<file path="config.mk">
export PLATFORM = sky130hd
export DESIGN_NAME = paralelo_serial_tx
export DESIGN_NICKNAME = d
export VERILOG_FILES = /design/src/rtl/paralelo_serial_tx_pkg.sv /design/src/rtl/paralelo_serial_tx_piso_shift8.sv /design/src/rtl/paralelo_serial_tx.sv
export SDC_FILE = /design/constraint.sdc
export NUM_CORES = 1
export LEC_CHECK = 0
export ABC_AREA = 0
export BUFFER_PORTS_ARGS = -buffer_cell sky130_fd_sc_hd__buf_2
export CAP_MARGIN = 20
export CELL_PAD_IN_SITES_DETAIL_PLACEMENT = 0
export CELL_PAD_IN_SITES_GLOBAL_PLACEMENT = 2
export CORE_MARGIN = 10
export CORE_UTILIZATION = 35
export CTS_CLUSTER_DIAMETER = 40
export DETAILED_ROUTE_END_ITERATION = 10
export PLACE_DENSITY = 0.84
export SLEW_MARGIN = 15
export SYNTH_ARGS = -nofsm -noshare
export SYNTH_HDL_FRONTEND = slang
export SYNTH_SLANG_ARGS = --single-unit
</file>
<file path="constraint.sdc">
create_clock -name clk_32f -period 1.8 [get_ports clk_32f]
set_clock_uncertainty 0.05 [all_clocks]
set_input_delay 0.18 -clock clk_32f [delete_from_list [all_inputs] [get_ports clk_32f]]
set_output_delay 0.18 -clock clk_32f [all_outputs]
set_load 0.01 [all_outputs]
</file>
<file path="src/rtl/paralelo_serial_tx_pkg.sv">
// Physical-layer constants shared by the parallel-to-serial transmitter.
// Word-count feature in the transmitter is enabled with TX_WORD_COUNT_EN.
package paralelo_serial_tx_pkg;

  localparam int          WORD_W         = 8;
  localparam int          BIT_CNT_W      = 3;
  localparam int          SYNC_CNT_W     = 3;
  localparam int          WORD_CNT_W     = 16;
  localparam logic [7:0]  COM_DEF        = 8'hBC;
  localparam logic [7:0]  IDLE_DEF       = 8'h7C;
  localparam int          SYNC_WORDS_DEF = 4;

  typedef enum logic [1:0] {
    ST_RST  = 2'd0,
    ST_SYNC = 2'd1,
    ST_DATA = 2'd2
  } tx_state_e;

endpackage

</file>
<file path="src/rtl/paralelo_serial_tx_piso_shift8.sv">
// 8-bit load/shift register, MSB first; i_load presents the new MSB on the next edge.
module piso_shift8
  import paralelo_serial_tx_pkg::*;
(
  input  logic              i_clk,
  input  logic              i_rst_n,
  input  logic              i_load,
  input  logic [WORD_W-1:0] i_word,
  output logic              o_bit
);

  logic [WORD_W-1:0] r_shift;
  logic              r_bit;

  always_ff @(posedge i_clk or negedge i_rst_n) begin
    if (!i_rst_n) begin
      r_shift <= '0;
      r_bit   <= 1'b0;
    end else if (i_load) begin
      r_shift <= {i_word[WORD_W-2:0], 1'b0};
      r_bit   <= i_word[WORD_W-1];
    end else begin
      r_shift <= {r_shift[WORD_W-2:0], 1'b0};
      r_bit   <= r_shift[WORD_W-1];
    end
  end

  assign o_bit = r_bit;

endmodule

</file>
<file path="src/rtl/paralelo_serial_tx.sv">
// Parallel-to-serial transmitter: COM preamble, then data/IDLE words, MSB first.
// Optional 16-bit valid-word counter on word_cnt when TX_WORD_COUNT_EN is defined.
module paralelo_serial_tx
  import paralelo_serial_tx_pkg::*;
#(
  parameter logic [7:0] COM        = COM_DEF,
  parameter logic [7:0] IDLE       = IDLE_DEF,
  parameter int         SYNC_WORDS = SYNC_WORDS_DEF
) (
  input  logic              clk_32f,
  input  logic              reset,
  input  logic [WORD_W-1:0] data_in,
  input  logic              valid_in,
  output logic              data_out,
  output logic              load,
  output logic              active
`ifdef TX_WORD_COUNT_EN
  ,
  output logic [WORD_CNT_W-1:0] word_cnt
`endif
);

  localparam int unsigned LP_LAST_SYNC = SYNC_WORDS - 1;

  tx_state_e             r_state;
  logic [BIT_CNT_W-1:0]  r_bit_cnt;
  logic [SYNC_CNT_W-1:0] r_sync_cnt;
  logic                  r_load;
  logic                  r_active;
  logic                  w_boundary;
  logic                  w_to_data;
  logic                  w_data_word;
  logic [WORD_W-1:0]     w_word;

  assign w_boundary  = (r_bit_cnt == '0);
  // The boundary that closes the last COM word already carries the first data word.
  assign w_to_data   = (r_state == ST_SYNC) && (32'(r_sync_cnt) >= LP_LAST_SYNC);
  assign w_data_word = (r_state == ST_DATA) || w_to_data;
  assign w_word      = !w_data_word ? COM : (valid_in ? data_in : IDLE);

`ifdef TX_WORD_COUNT_EN
  logic [WORD_CNT_W-1:0] r_word_cnt;

  always_ff @(posedge clk_32f or negedge reset) begin
    if (!reset) begin
      r_word_cnt <= '0;
    end else if (w_boundary && w_data_word && valid_in) begin
      r_word_cnt <= r_word_cnt + 1'b1;
    end
  end

  assign word_cnt = r_word_cnt;
`endif

  always_ff @(posedge clk_32f or negedge reset) begin
    if (!reset) begin
      r_state    <= ST_RST;
      r_bit_cnt  <= '0;
      r_sync_cnt <= '0;
      r_load     <= 1'b0;
      r_active   <= 1'b0;
    end else begin
      r_bit_cnt <= r_bit_cnt + 1'b1;
      r_load    <= w_boundary;
      if (w_boundary) begin
        case (r_state)
          ST_RST: r_state <= ST_SYNC;
          ST_SYNC: begin
            r_sync_cnt <= r_sync_cnt + 1'b1;
            if (w_to_data) begin
              r_state  <= ST_DATA;
              r_active <= 1'b1;
            end
          end
          ST_DATA: r_state <= ST_DATA;
          default: r_state <= ST_RST;
        endcase
      end
    end
  end

  piso_shift8 u_piso (
    .i_clk   (clk_32f),
    .i_rst_n (reset),
    .i_load  (w_boundary),
    .i_word  (w_word),
    .o_bit   (data_out)
  );

  assign load   = r_load;
  assign active = r_active;

endmodule

</file>
# Word level (Yosys, flattened, before mapping)
# Index checks and enable logic that the tools add are counted.
classes:
  n_addsub: 2
  magnitude_cmp: 1
  eq_ne: 3
  muxes: 6
  n_reduce_logical: 7
op_table:
  columns: ["cell", "n"]
  rows:
  - ["$mux W8", 3]
  - ["$add A3 B1 Y3 const B", 2]
  - ["$pmux W2 S3", 1]
  - ["$reduce_and A2 Y1", 2]
  - ["$ge A3 B2 Y1 const B", 1]
  - ["$logic_not A3 Y1", 1]
  - ["$reduce_and A3 Y1", 1]
  - ["$eq A2 B1 Y1 const B", 1]
  - ["$eq A2 B2 Y1 const B", 1]
  - ["$logic_not A2 Y1", 1]
  - ["$mux W2", 1]
  - ["$ne A2 B2 Y1 const B", 1]
  - ["$logic_and A1 B1 Y1", 1]
  - ["$logic_or A1 B1 Y1", 1]
  - ["$mux W1", 1]
totals:
  ff_bits: 19
  inputBits: 11
  word_cells: 26

# Longest topological paths before layout
# Gate-level depths: netlist (run 1).
logic_depth:
  word_depth: 5
  depth_mapped: 7

# Cells and area by module
# From an unflattened synthesis (run 1), not the netlist that was laid out.
hier_totals:
  cells_unflattened: 63
  hier_area_um2: 869.6
by_module_without_submodules:
  columns: ["mod", "n_inst", "cells_per_inst", "area_each_um2", "seq_area_each_um2"]
  rows:
  - ["paralelo_serial_tx", 1, 46, 545.5, 250.2]
  - ["piso_shift8", 1, 17, 324.1, 200.2]

# Worst setup path before layout (run 1)
# Ideal clock, no wire load.
synth_timing:
  path_kind: "flip-flop to flip-flop"
  from: "reg r_sync_cnt[0]"
  to: "reg r_state[0]"
  setup_ns: 0.128
  arrival_ns: 1.479
  t_required_ns: 1.622
  setup_slack_ns: 0.143
  path_stages_with_launch: 6
  n_path_buf: 0
  synth_period_minus_slack_ns: 1.657
  path_cell_list: "dfrtp_1 -> ha_1 -> ha_1 -> a211oi_4 -> a21oi_2 -> mux2_1"
synth_via:
  elab_chain_cells: 4
synth_lines:
  columns: ["item", "line", "text"]
  rows:
  - ["start: declaration", "paralelo_serial_tx.sv:27", "logic [SYNC_CNT_W-1:0] r_sync_cnt;"]
  - ["start signal: assignment", "paralelo_serial_tx.sv:69", "r_sync_cnt <= r_sync_cnt + 1'b1;"]
  - ["$ge A3 B2 Y1", "paralelo_serial_tx.sv:37", "assign w_to_data = (r_state == ST_SYNC) && (32'(r_sync_cnt) >= LP_LAST_SYNC);"]
  - ["$logic_and A1 B1 Y1", "paralelo_serial_tx.sv:37", null]
  - ["$ne A2 B2 Y1 (no source line)", null, null]
  - ["$reduce_and A2 Y1 (no source line)", null, null]
  - ["end signal: assignment", "paralelo_serial_tx.sv:57", "r_state <= ST_RST;"]
  - ["end signal: assignment", "paralelo_serial_tx.sv:67", "ST_RST: r_state <= ST_SYNC;"]
  - ["end signal: assignment", "paralelo_serial_tx.sv:71", "r_state <= ST_DATA;"]
  - ["end: declaration", "paralelo_serial_tx.sv:25", "tx_state_e r_state;"]
# Every way passes these cells.
# A chain may end at the register's enable or synchronous reset.

# Worst setup path in the final report (run 1)
layout_timing:
  from: "reg r_sync_cnt[1]"
  to: "reg r_state[1]"
# The elaborated chain is that of the path after synthesis.

==> flow_summary.json, run 1 <==
{
  "status": "completed",
  "core_area_sq_mm": 0.002212,
  "end_kind": "flop",
  "route.vias.total": 519,
  "first_pass_iters": 4,
  "grt_max_degree": 19,
  "synth_compound_area_share_pct": 12.92,
  "drive_gt1_share_pct": 27.06,
  "postRouteAntennaNets": 0,
  "finalCritPeriodShare_pct": 95.63,
  "worst_slew_pin_slew_ps": 403.8,
  "internal-power_uw": 506.3,
  "leakage_uw": 0.0004710,
  "hp-class": "input pin to flop",
  "setup_tns_ps": 0,
  "cts-resized-gates": 0,
  "grtUsageMet1_pct": 8.206,
  "grt.total_usage_pct": 6.917,
  "layoutNonFillerInstCount": 113,
  "ys_seq_area_share_pct": 55.38,
  "hold_ws_ps": 101.2,
  "cp_top_family": "flip-flops",
  "clkSlewWorstSetupHoldPaths_ps": 100,
  "ys_warn_count": 0,
  "p_comb_share_pct": 5.1,
  "synthAdderAreaFrac_pct": 10.77,
  "global_route.peak_usage_layer": "met2",
  "finalSetupViolCount": 0,
  "vdd_drop_max_uv": 281.3,
  "numCtsBuffers": 3,
  "antenna_found_initial": 0,
  "die_area_sq_mm": 0.004652,
  "post-dp-hpwl_um": 1104,
  "grt_pass1_wl_um": 2477,
  "yosys_register_bits": 18,
  "yosys.area_share.simple_pct": 10.00,
  "cts_tree": "done",
  "htreeDepth": 1,
  "routed_wl_um": 1439,
  "p_total_uw": 641.5,
  "syn_nets": 85,
  "drv_slew": 0,
  "die_h_um": 68.21,
  "max_freq_mhz": 581.0,
  "clock_sinks": 18,
  "muxShareOfSynthArea_pct": 4.154,
  "synth_top_cell_by_area": "dfrtp_1",
  "netSwitchingFraction_pct": 21.07,
  "cp_common_cell": "ha_1",
  "path_cells": "ha_1 -> ha_1 -> a211oi_4 -> a21oi_2 -> mux2_1",
  "start_util_pct": 36.76,
  "critPathSlowestCell": "dfrtp_1",
  "required_ps": 1920,
  "dp_cells": 109,
  "grt_pass1_vias": 585,
  "clock_latency_ps": 290,
  "fp-row-count": 17,
  "grt-ovfl-total": 0,
  "wl_per_cell_um": 12.73,
  "grt_use_met2_pct": 10.70,
  "switchingPower_uw": 135.2,
  "fillers": 225,
  "die_w_um": 68.21,
  "io_buffers": 13,
  "rsz0062_at_grt": "no",
  "use_met3_pct": 2.936,
  "p_seq_share_pct": 64.7,
  "slew_headroom_pct": 73.08,
  "cp.buffers_inverters": 0,
  "syn_area_per_cell_sq_um": 12.14,
  "drc": 0,
  "fin_nets": 105,
  "synth_cells": 67,
  "utilization_pct": 43.10,
  "drt-initial-drc-count": 11,
  "synth_top_family_by_area": "compound AO/OA/AOI/OAI gates",
  "yosysUniqueCellTypes": 23,
  "final_hold_viol_count": 0,
  "syn_to_final_growth_pct": 17.23,
  "clock-root-buffer": "clkbuf_4",
  "critical_path.max_fanout": 3,
  "netlist_area_sq_um": 813.3,
  "min_period_ps": 1721,
  "gp_congestion": 0.6714,
  "slowest_delay_ps": 430,
  "num_io_pins": 14,
  "synth_area_leaders": "dfrtp_1, ha_1, a21oi_1",
  "postCtsSetupBuffers": 0,
  "synth_xor_xnor_area_share_pct": 2.154,
  "start_kind": "flop",
  "pwr_density_cell_mw_per_mm2": 672.8,
  "pwr-share-clk_pct": 30.2,
  "cts.path.max_buffers": 2,
  "synth_top_area_share_pct": 55.38,
  "critical_path_class": "flop to flop",
  "maxCapViolCount": 0,
  "diodes": 0,
  "cp.arrival_ps": 1840,
  "vias_per_cell": 4.593
}
worst reg2reg max path, cell delays in order (launching register included):
cell,delay (ps)
dfrtp_1,430
ha_1,190
ha_1,210
a211oi_4,290
a21oi_2,120
mux2_1,320
path summary, 6_finish.rpt:
kind	slack [ps]	start	cells past startpoint	endpoint
max in group asynchronous	1120	reset	2	u_piso.r_shift[2]
setup / recovery	80	r_sync_cnt[1]	5	r_state[1]
hold / removal	100	data_in[5]	3	u_piso.r_shift[6]
setup reg to reg	80	r_sync_cnt[1]	5	r_state[1]
min in group asynchronous	290	reset	2	r_bit_cnt[1]
hold reg to reg	410	r_bit_cnt[0]	1	r_bit_cnt[0]
power by group through the flow:
stage / sequential (uW) / combinational, uW / clock [uW]
floorplan: 423 / 8.69 / 0
global placement: 423 / 31.9 / 0
detailed placement: 423 / 32.3 / 0
CTS: 415 / 33.9 / 207
global route: 416 / 38.5 / 229
finish: 415 / 32.5 / 194
cell usage in the layout, fill, tap and decap left out, drive strengths merged:
cell type	Yosys	routed
inv	8	8
a211oi	1	1
dfrtp	18	18
xnor2	1	1
a22o	2	2
buf	1	15
clkbuf	0	3
nor2	5	5
a21oi	8	8
ha	7	7
o21ai	1	1
dlygate4sd3	0	1
nand2b	1	1
mux2	3	3
and3	1	1
nor3b	4	4
nand2	1	1
xor2	1	1
o21bai	2	2
and4	1	1
nand3b	1	1
Yosys cell counts (all sizes together):
| cell type | instances |
|---|---|
| mux2 | 3 |
| nand2 | 1 |
| nand2b | 1 |
| dfrtp | 18 |
| ha | 7 |
| inv | 8 |
| and3 | 1 |
| xor2 | 1 |
| a211oi | 1 |
| and4 | 1 |
| buf | 1 |
| nor3b | 4 |
| o21ai | 1 |
| a22o | 2 |
| a21oi | 8 |
| o21bai | 2 |
| nand3b | 1 |
| nor2 | 5 |
| xnor2 | 1 |
logic make-up after synthesis:
kind of cell | count (synthesis)
DFF | 18
and+or+nand+nor | 14
adders and majority gates | 7
muxes | 3
xor gates and xnor gates | 2
buffers and inverters | 9
AOI/OAI and AO/OA | 14
timing repair:
| item | 4_1_cts | 5_1_grt |
|---|---|---|
| hold buffers | 1 | 0 |
| setup endpoints to repair | 0 | 0 |
| endpoints found under the hold margin | 18 | 0 |
through the flow:
step / setup WS [ps] / cell area (sq um)
after floorplan: 143.3 / 813.3
after global placement: 148.7 / 920.9
after detailed placement: 97.83 / 920.9
after CTS: 68.77 / 953.4
after global routing: 0.6946 / 953.4
final: 78.69 / 953.4
layout make-up:
cell class,instances,area [sq um],share of cell area (%)
Clock buffer,3,22.52,2.362
Tap cell,28,35.03,3.675
Multi-Input combinational cell,40,325.3,34.12
Inverter,8,30.03,3.150
Sequential cell,18,450.4,47.24
Timing Repair Buffer,16,90.09,9.449
flip-flops by register name (all words and copies together), names as in the netlist:
| name | cells |
|---|---|
| load | 1 |
| u_piso.r_shift | 7 |
| r_bit_cnt | 3 |
| r_state | 2 |
| r_sync_cnt | 3 |
| active | 1 |
| u_piso.o_bit | 1 |
per-layer routing:
layer,routed length [um],share of wire [%]
met1,653,45
met2,702,49
met3,82,5.7
met4,0,0
met5,0,0
No activity file was read; power rests on OpenSTA's default activity.
==> run 2, diff against run 1 <==
Settings changed: BUFFER_PORTS_ARGS -buffer_cell sky130_fd_sc_hd__buf_2 to unset, CORE_UTILIZATION 35 to 39, DONT_BUFFER_PORTS set to 1, PLACE_DENSITY 0.84 to 0.83.
==> run 2 against run 1 <==
Routed wire length decreased by 1.9%. Core utilization increased by 3.4 points. Setup slack improved by 34 ps. Cell count decreased by 9.7%. Largest power group unchanged.
==> flow_summary.json, run 2 (synthesis gave the netlist of run 1 again) <==
{
  "status": "completed",
  "critPathSlowestCell": "dfrtp_1",
  "routed_wl_um": 1411,
  "gp_congestion": 0.6699,
  "grt-ovfl-total": 0,
  "syn_to_final_growth_pct": 13.23,
  "start_kind": "flop",
  "p_total_uw": 683.8,
  "min_period_ps": 1687,
  "grt_pass1_vias": 540,
  "slowest_delay_ps": 430,
  "die_w_um": 65.67,
  "clkSlewWorstSetupHoldPaths_ps": 110,
  "drc": 0,
  "dp_cells": 95,
  "required_ps": 1930,
  "cp_top_family": "flip-flops",
  "largest_reg_flops": 7,
  "final_cell_mix": "dfrtp_1, inv_1, a21oi_1, ha_1, nor2_1",
  "vias_per_cell": 4.892,
  "wl_per_cell_um": 13.83,
  "clock_sinks": 18,
  "start_util_pct": 41.04,
  "postCtsSetupBuffers": 0,
  "pwr_density_cell_mw_per_mm2": 742.5,
  "final_area_sq_um": 920.9,
  "fillers": 189,
  "route.vias.total": 499,
  "num_io_pins": 14,
  "die_h_um": 65.67,
  "grt_max_degree": 19,
  "grt_pass1_wl_um": 2525,
  "drt-initial-drc-count": 22,
  "clock_latency_ps": 290,
  "grt.total_usage_pct": 7.410,
  "multiInputGateArea_sq_um": 325.3,
  "hp-class": "input pin to flop",
  "first_pass_iters": 3,
  "die_area_sq_mm": 0.004312,
  "antenna_found_initial": 0,
  "layout_commonest_cell": "dfrtp_1",
  "io_buffers": 0,
  "top_register": "u_piso.r_shift",
  "worst_slew_pin_slew_ps": 808.6,
  "layoutNonFillerInstCount": 102,
  "maxCapViolCount": 0,
  "slew_headroom_pct": 45.92,
  "vdd_drop_max_uv": 369.3,
  "cp_common_cell": "ha_1",
  "post-dp-hpwl_um": 1044,
  "path_cells": "ha_1 -> ha_1 -> a211oi_4 -> a21oi_2 -> mux2_1",
  "end_kind": "flop",
  "htreeDepth": 1,
  "clock-root-buffer": "clkbuf_4",
  "postRouteAntennaNets": 0,
  "numCtsBuffers": 3,
  "fp-row-count": 16,
  "cts_tree": "done",
  "seq_area_sq_um": 450.4,
  "core_area_sq_mm": 0.001982,
  "max_freq_mhz": 592.7,
  "diodes": 0,
  "drive_gt1_share_pct": 14.67,
  "rsz0062_at_grt": "no",
  "final_hold_viol_count": 0,
  "setup_tns_ps": 0,
  "leakage_uw": 0.0004379,
  "cp.buffers_inverters": 0,
  "drv_slew": 0,
  "fin_nets": 94,
  "critical_path.max_fanout": 3,
  "finalSetupViolCount": 0,
  "cp.arrival_ps": 1810,
  "utilization_pct": 46.46,
  "largest_registers": "u_piso.r_shift: 7 flops, r_bit_cnt: 3 flops, r_sync_cnt: 3 flops",
  "finalCritPeriodShare_pct": 93.73,
  "cts.path.max_buffers": 2,
  "critical_path_class": "flop to flop",
  "place_area_sq_um": 854.6
}
-- run 2: cell types whose count changed in the layout (fill, tap and decap cells not counted), sizes merged --
cell and delta:
buf -13, dlygate4sd3 +2, clkbuf +1
-- run 2: stage by stage --
step                hold slack [ps]  worst slack, ps
finish                        16.51            112.9
CTS                           4.353            95.37
floorplan                    -165.6            143.3
detailed placement           -164.8            105.0
global placement             -164.7            149.5
global route                  24.31            10.36
-- run 2: layout make-up --
type                       count  area share (%)
tap                           27           3.668
multi-input combinational     40           35.33
sequential                    18           48.91
clock buffer                   4           3.940
timing repair buffer           5           4.891
inverter                       8           3.261
-- run 2: timing repair --
| action | in CTS | in global routing |
|---|---|---|
| hold buffers | 2 | 1 |
| setup endpoints to repair | 0 | 0 |
| hold endpoints to repair | 19 | 1 |
| resized for setup | 0 | 0 |
-- run 2: final timing paths --
path                          startpoint                 to  slack (ps)  cells past startpoint
max in group asynchronous          reset         r_state[1]         830                      1
setup reg to reg           r_sync_cnt[1]         r_state[1]         110                      5
hold / removal                data_in[5]  u_piso.r_shift[6]          20                      2
hold reg to reg             r_bit_cnt[0]       r_bit_cnt[0]         410                      1
min in group asynchronous          reset  u_piso.r_shift[1]         360                      1
setup / recovery           r_sync_cnt[1]         r_state[1]         110                      5
-- run 2: where the power goes --
part / internal [uW] / leakage (uW) / switching, uW
Combinational: 10.5 / 0.000211 / 11.9
Sequential: 413 / 0.000206 / 2.93
Clock: 123 / 0.0000210 / 122
-- run 2: per-layer routing --
layer  share of wire [%]  vias to the layer above  GRT usage (%)  routed length, um
li1                    -                      243              -                  -
met2                  49                        7          11.71                692
met1                  46                      247          8.268                645
met3                 4.5                        2          3.559                 64
met5                   0                        -              0                  0
met4                0.57                        0          3.209                  8
-- run 2: worst register-to-register path: stages (launching register included) --
cell and delay [ps]:
dfrtp_1 430, ha_1 200, ha_1 210, a211oi_4 280, a21oi_2 110, mux2_1 310
==> run 3, diff against run 2 <==
Settings changed: CORE_UTILIZATION 39 to 41, PLACE_DENSITY 0.83 to 0.84, SYNTH_HIERARCHICAL set to 1.
==> run 3 against run 2 <==
Combinational power rose by 28%. Setup slack got worse by 34 ps. Critical path depth rose by 1. Largest cell class unchanged. Highest routed layer unchanged.
==> flow_summary.json, run 3 <==
{
  "setup_tns_ps": 0,
  "rsz0062_at_grt": "no",
  "io_buffers": 0,
  "switchingPower_uw": 137.2,
  "clkSlewWorstSetupHoldPaths_ps": 100,
  "hold_path_depth": 2,
  "largest_reg_flops": 7,
  "p_seq_share_pct": 60.3,
  "die_h_um": 66.06,
  "layout_commonest_cell": "dfrtp_1",
  "synth_top_cell_by_area": "dfrtp_1",
  "drc": 0,
  "gp_congestion": 0.6583,
  "synth_top_family_by_area": "multiplexers",
  "slowest_delay_ps": 430,
  "route.vias.total": 471,
  "seq_area_sq_um": 450.4,
  "top_register": "u_piso/r_shift",
  "antenna_found_initial": 0,
  "vias_per_cell": 4.806,
  "fp-row-count": 16,
  "numCtsBuffers": 3,
  "status": "completed",
  "cts-resized-gates": 0,
  "muxShareOfSynthArea_pct": 15.97,
  "async_flop_share_pct": 100.0,
  "finalSetupViolCount": 0,
  "synthAdderAreaFrac_pct": 10.07,
  "multiInputGateArea_sq_um": 381.6,
  "p_comb_share_pct": 4.2,
  "synth_cells": 63,
  "grt_pass1_vias": 502,
  "critical_path_class": "flop to flop",
  "fillers": 178,
  "ys_warn_count": 6,
  "die_w_um": 66.06,
  "grt_pass1_wl_um": 2311,
  "clock-root-buffer": "clkbuf_4",
  "min_period_ps": 1722,
  "pwr-share-clk_pct": 35.5,
  "pre_cts_ws_ps": 78.48,
  "start_kind": "flop",
  "drt-initial-drc-count": 9,
  "internal-power_uw": 552.7,
  "cp_common_cell": "ha_1",
  "yosysUniqueCellTypes": 20,
  "hp-class": "input pin to flop",
  "finalCritPeriodShare_pct": 95.64,
  "utilization_pct": 48.86,
  "worst_slew_pin_slew_ps": 781.7,
  "routed_wl_um": 1356,
  "syn_to_final_growth_pct": 11.37,
  "syn_nets": 81,
  "first_pass_iters": 4,
  "netlist_area_sq_um": 869.6,
  "yosys_register_bits": 18,
  "fin_nets": 90,
  "final_hold_viol_count": 0,
  "largest_registers": "u_piso/r_shift: 7 flops, r_bit_cnt: 3 flops, r_sync_cnt: 3 flops",
  "syn_area_per_cell_sq_um": 13.80,
  "final_cell_mix": "dfrtp_1, inv_1, ha_1, mux2_4, nand3b_1",
  "rrSetupSlack_ps": 80,
  "synth_top_area_share_pct": 51.80,
  "die_area_sq_mm": 0.004363,
  "grt-ovfl-total": 0,
  "core_area_sq_mm": 0.001982,
  "grt.total_usage_pct": 6.860,
  "synth_most_common_cell": "dfrtp_1",
  "maxCapViolCount": 0,
  "endpoint": "u_piso/r_shift[2]",
  "diodes": 0,
  "p_total_uw": 689.9,
  "postRouteAntennaNets": 0,
  "vdd_drop_max_uv": 602.3,
  "post-dp-hpwl_um": 1065,
  "wl_per_cell_um": 13.84,
  "synth_xor_xnor_area_share_pct": 2.014,
  "r2r_cells": 6,
  "slew_headroom_pct": 47.71,
  "clock_latency_ps": 290,
  "start_util_pct": 43.88,
  "cts_tree": "done",
  "drive_gt1_share_pct": 28.17,
  "leakage_uw": 0.0004768,
  "grt_max_degree": 19,
  "pwr_density_cell_mw_per_mm2": 712.4,
  "critPathSlowestCell": "dfrtp_1",
  "drv_slew": 0,
  "ys_seq_area_share_pct": 51.80,
  "cp.arrival_ps": 1860,
  "path_cells": "ha_1 -> ha_1 -> a211oi_4 -> o21bai_2 -> and3_1 -> mux2_4",
  "synth_compound_area_share_pct": 7.194,
  "fin_ws_ps": 78.45,
  "critical_path.max_fanout": 4,
  "required_ps": 1930,
  "synth_area_leaders": "dfrtp_1, mux2_4, ha_1",
  "r2r-end": "u_piso/r_shift[2]",
  "yosys.area_share.simple_pct": 8.633,
  "htreeDepth": 1,
  "synth_commonest_cells": "dfrtp_1, ha_1, inv_1, mux2_4, nand3b_1",
  "cts.path.max_buffers": 2,
  "clock_sinks": 18,
  "end_kind": "flop",
  "synth-main-ff-cell": "dfrtp_1",
  "reg2reg_from": "r_sync_cnt[1]",
  "netSwitchingFraction_pct": 19.89,
  "max_freq_mhz": 580.9,
  "num_io_pins": 14,
  "synth_edf_count": 0,
  "worstSetupStartpoint": "r_sync_cnt[1]"
}
[run 3: changes by cell type after synthesis, sizes merged, moves of 2 or more]
cell	previous run	this run
a21boi	0	2
a21oi	8	0
a22o	2	0
mux2	3	10
nand2	1	3
nand3b	1	5
nor2	5	0
nor3b	4	0
[run 3: logic make-up after synthesis]
family | after synthesis
flip-flops | 18
AND/OR/NAND/NOR | 12
buffers and inverters | 8
AO/OA/AOI/OAI | 6
adder cells (fa/ha/maj) | 7
XOR/XNOR | 2
multiplexers | 10
[run 3: area by class of cell]
type | instances | area share, %
Sequential cell | 18 | 46.51
Multi-Input combinational cell | 37 | 39.41
Tap cell | 27 | 3.488
Clock buffer | 4 | 3.747
Inverter | 7 | 2.713
Timing Repair Buffer | 5 | 4.134
[run 3: power groups by stage]
stage               Sequential, uW  Combinational [uW]  Clock, uW
detailed placement             424                20.0          0
global route                   417                32.7        270
global placement               424                19.5          0
finish                         416                28.7        245
floorplan                      423                18.3          0
CTS                            417                30.0        259
[run 3: how the worst min path moves through the flow]
stage                   from           endpoint  slack (ps)
global placement       reset      r_sync_cnt[2]        -160
CTS                 valid_in  u_piso/r_shift[4]          40
finish              valid_in  u_piso/r_shift[4]          50
detailed placement     reset      r_sync_cnt[2]        -160
floorplan              reset             active        -170
global route        valid_in  u_piso/r_shift[3]          50
[run 3: timing repair]
action	in CTS	in global routing
hold buffers	1	0
setup endpoints to repair	0	0
buffers inserted	0	0
hold endpoints to repair	18	0
[run 3: worst max-delay path: cells and delay by family (launching register included)]
kind / cells / cell delay, ps
flip-flops: 1 / 430
AO/OA/AOI/OAI: 2 / 290
adder cells (fa/ha/maj): 2 / 410
multiplexers: 1 / 250
AND/OR/NAND/NOR: 1 / 190
[run 3: through the flow]
stage | hold WS [ps] | cell area, sq um | instances
2_1_floorplan | -165.6 | 869.6 | 63
3_3_place_gp | -165.0 | 922.1 | 93
3_5_place_dp | -164.9 | 922.1 | 93
4_1_cts | 43.08 | 968.4 | 98
5_1_grt | 53.64 | 968.4 | 98
6_report | 54.41 | 968.4 | 98
[run 3: routing by layer]
| layer | up-vias | wire length [um] | global-route usage (%) |
|---|---|---|---|
| li1 | 226 | - | - |
| met1 | 234 | 582 | 7.738 |
| met5 | - | 0 | 0 |
| met3 | 2 | 99 | 4.237 |
| met2 | 9 | 655 | 10.39 |
| met4 | 0 | 19 | 2.356 |
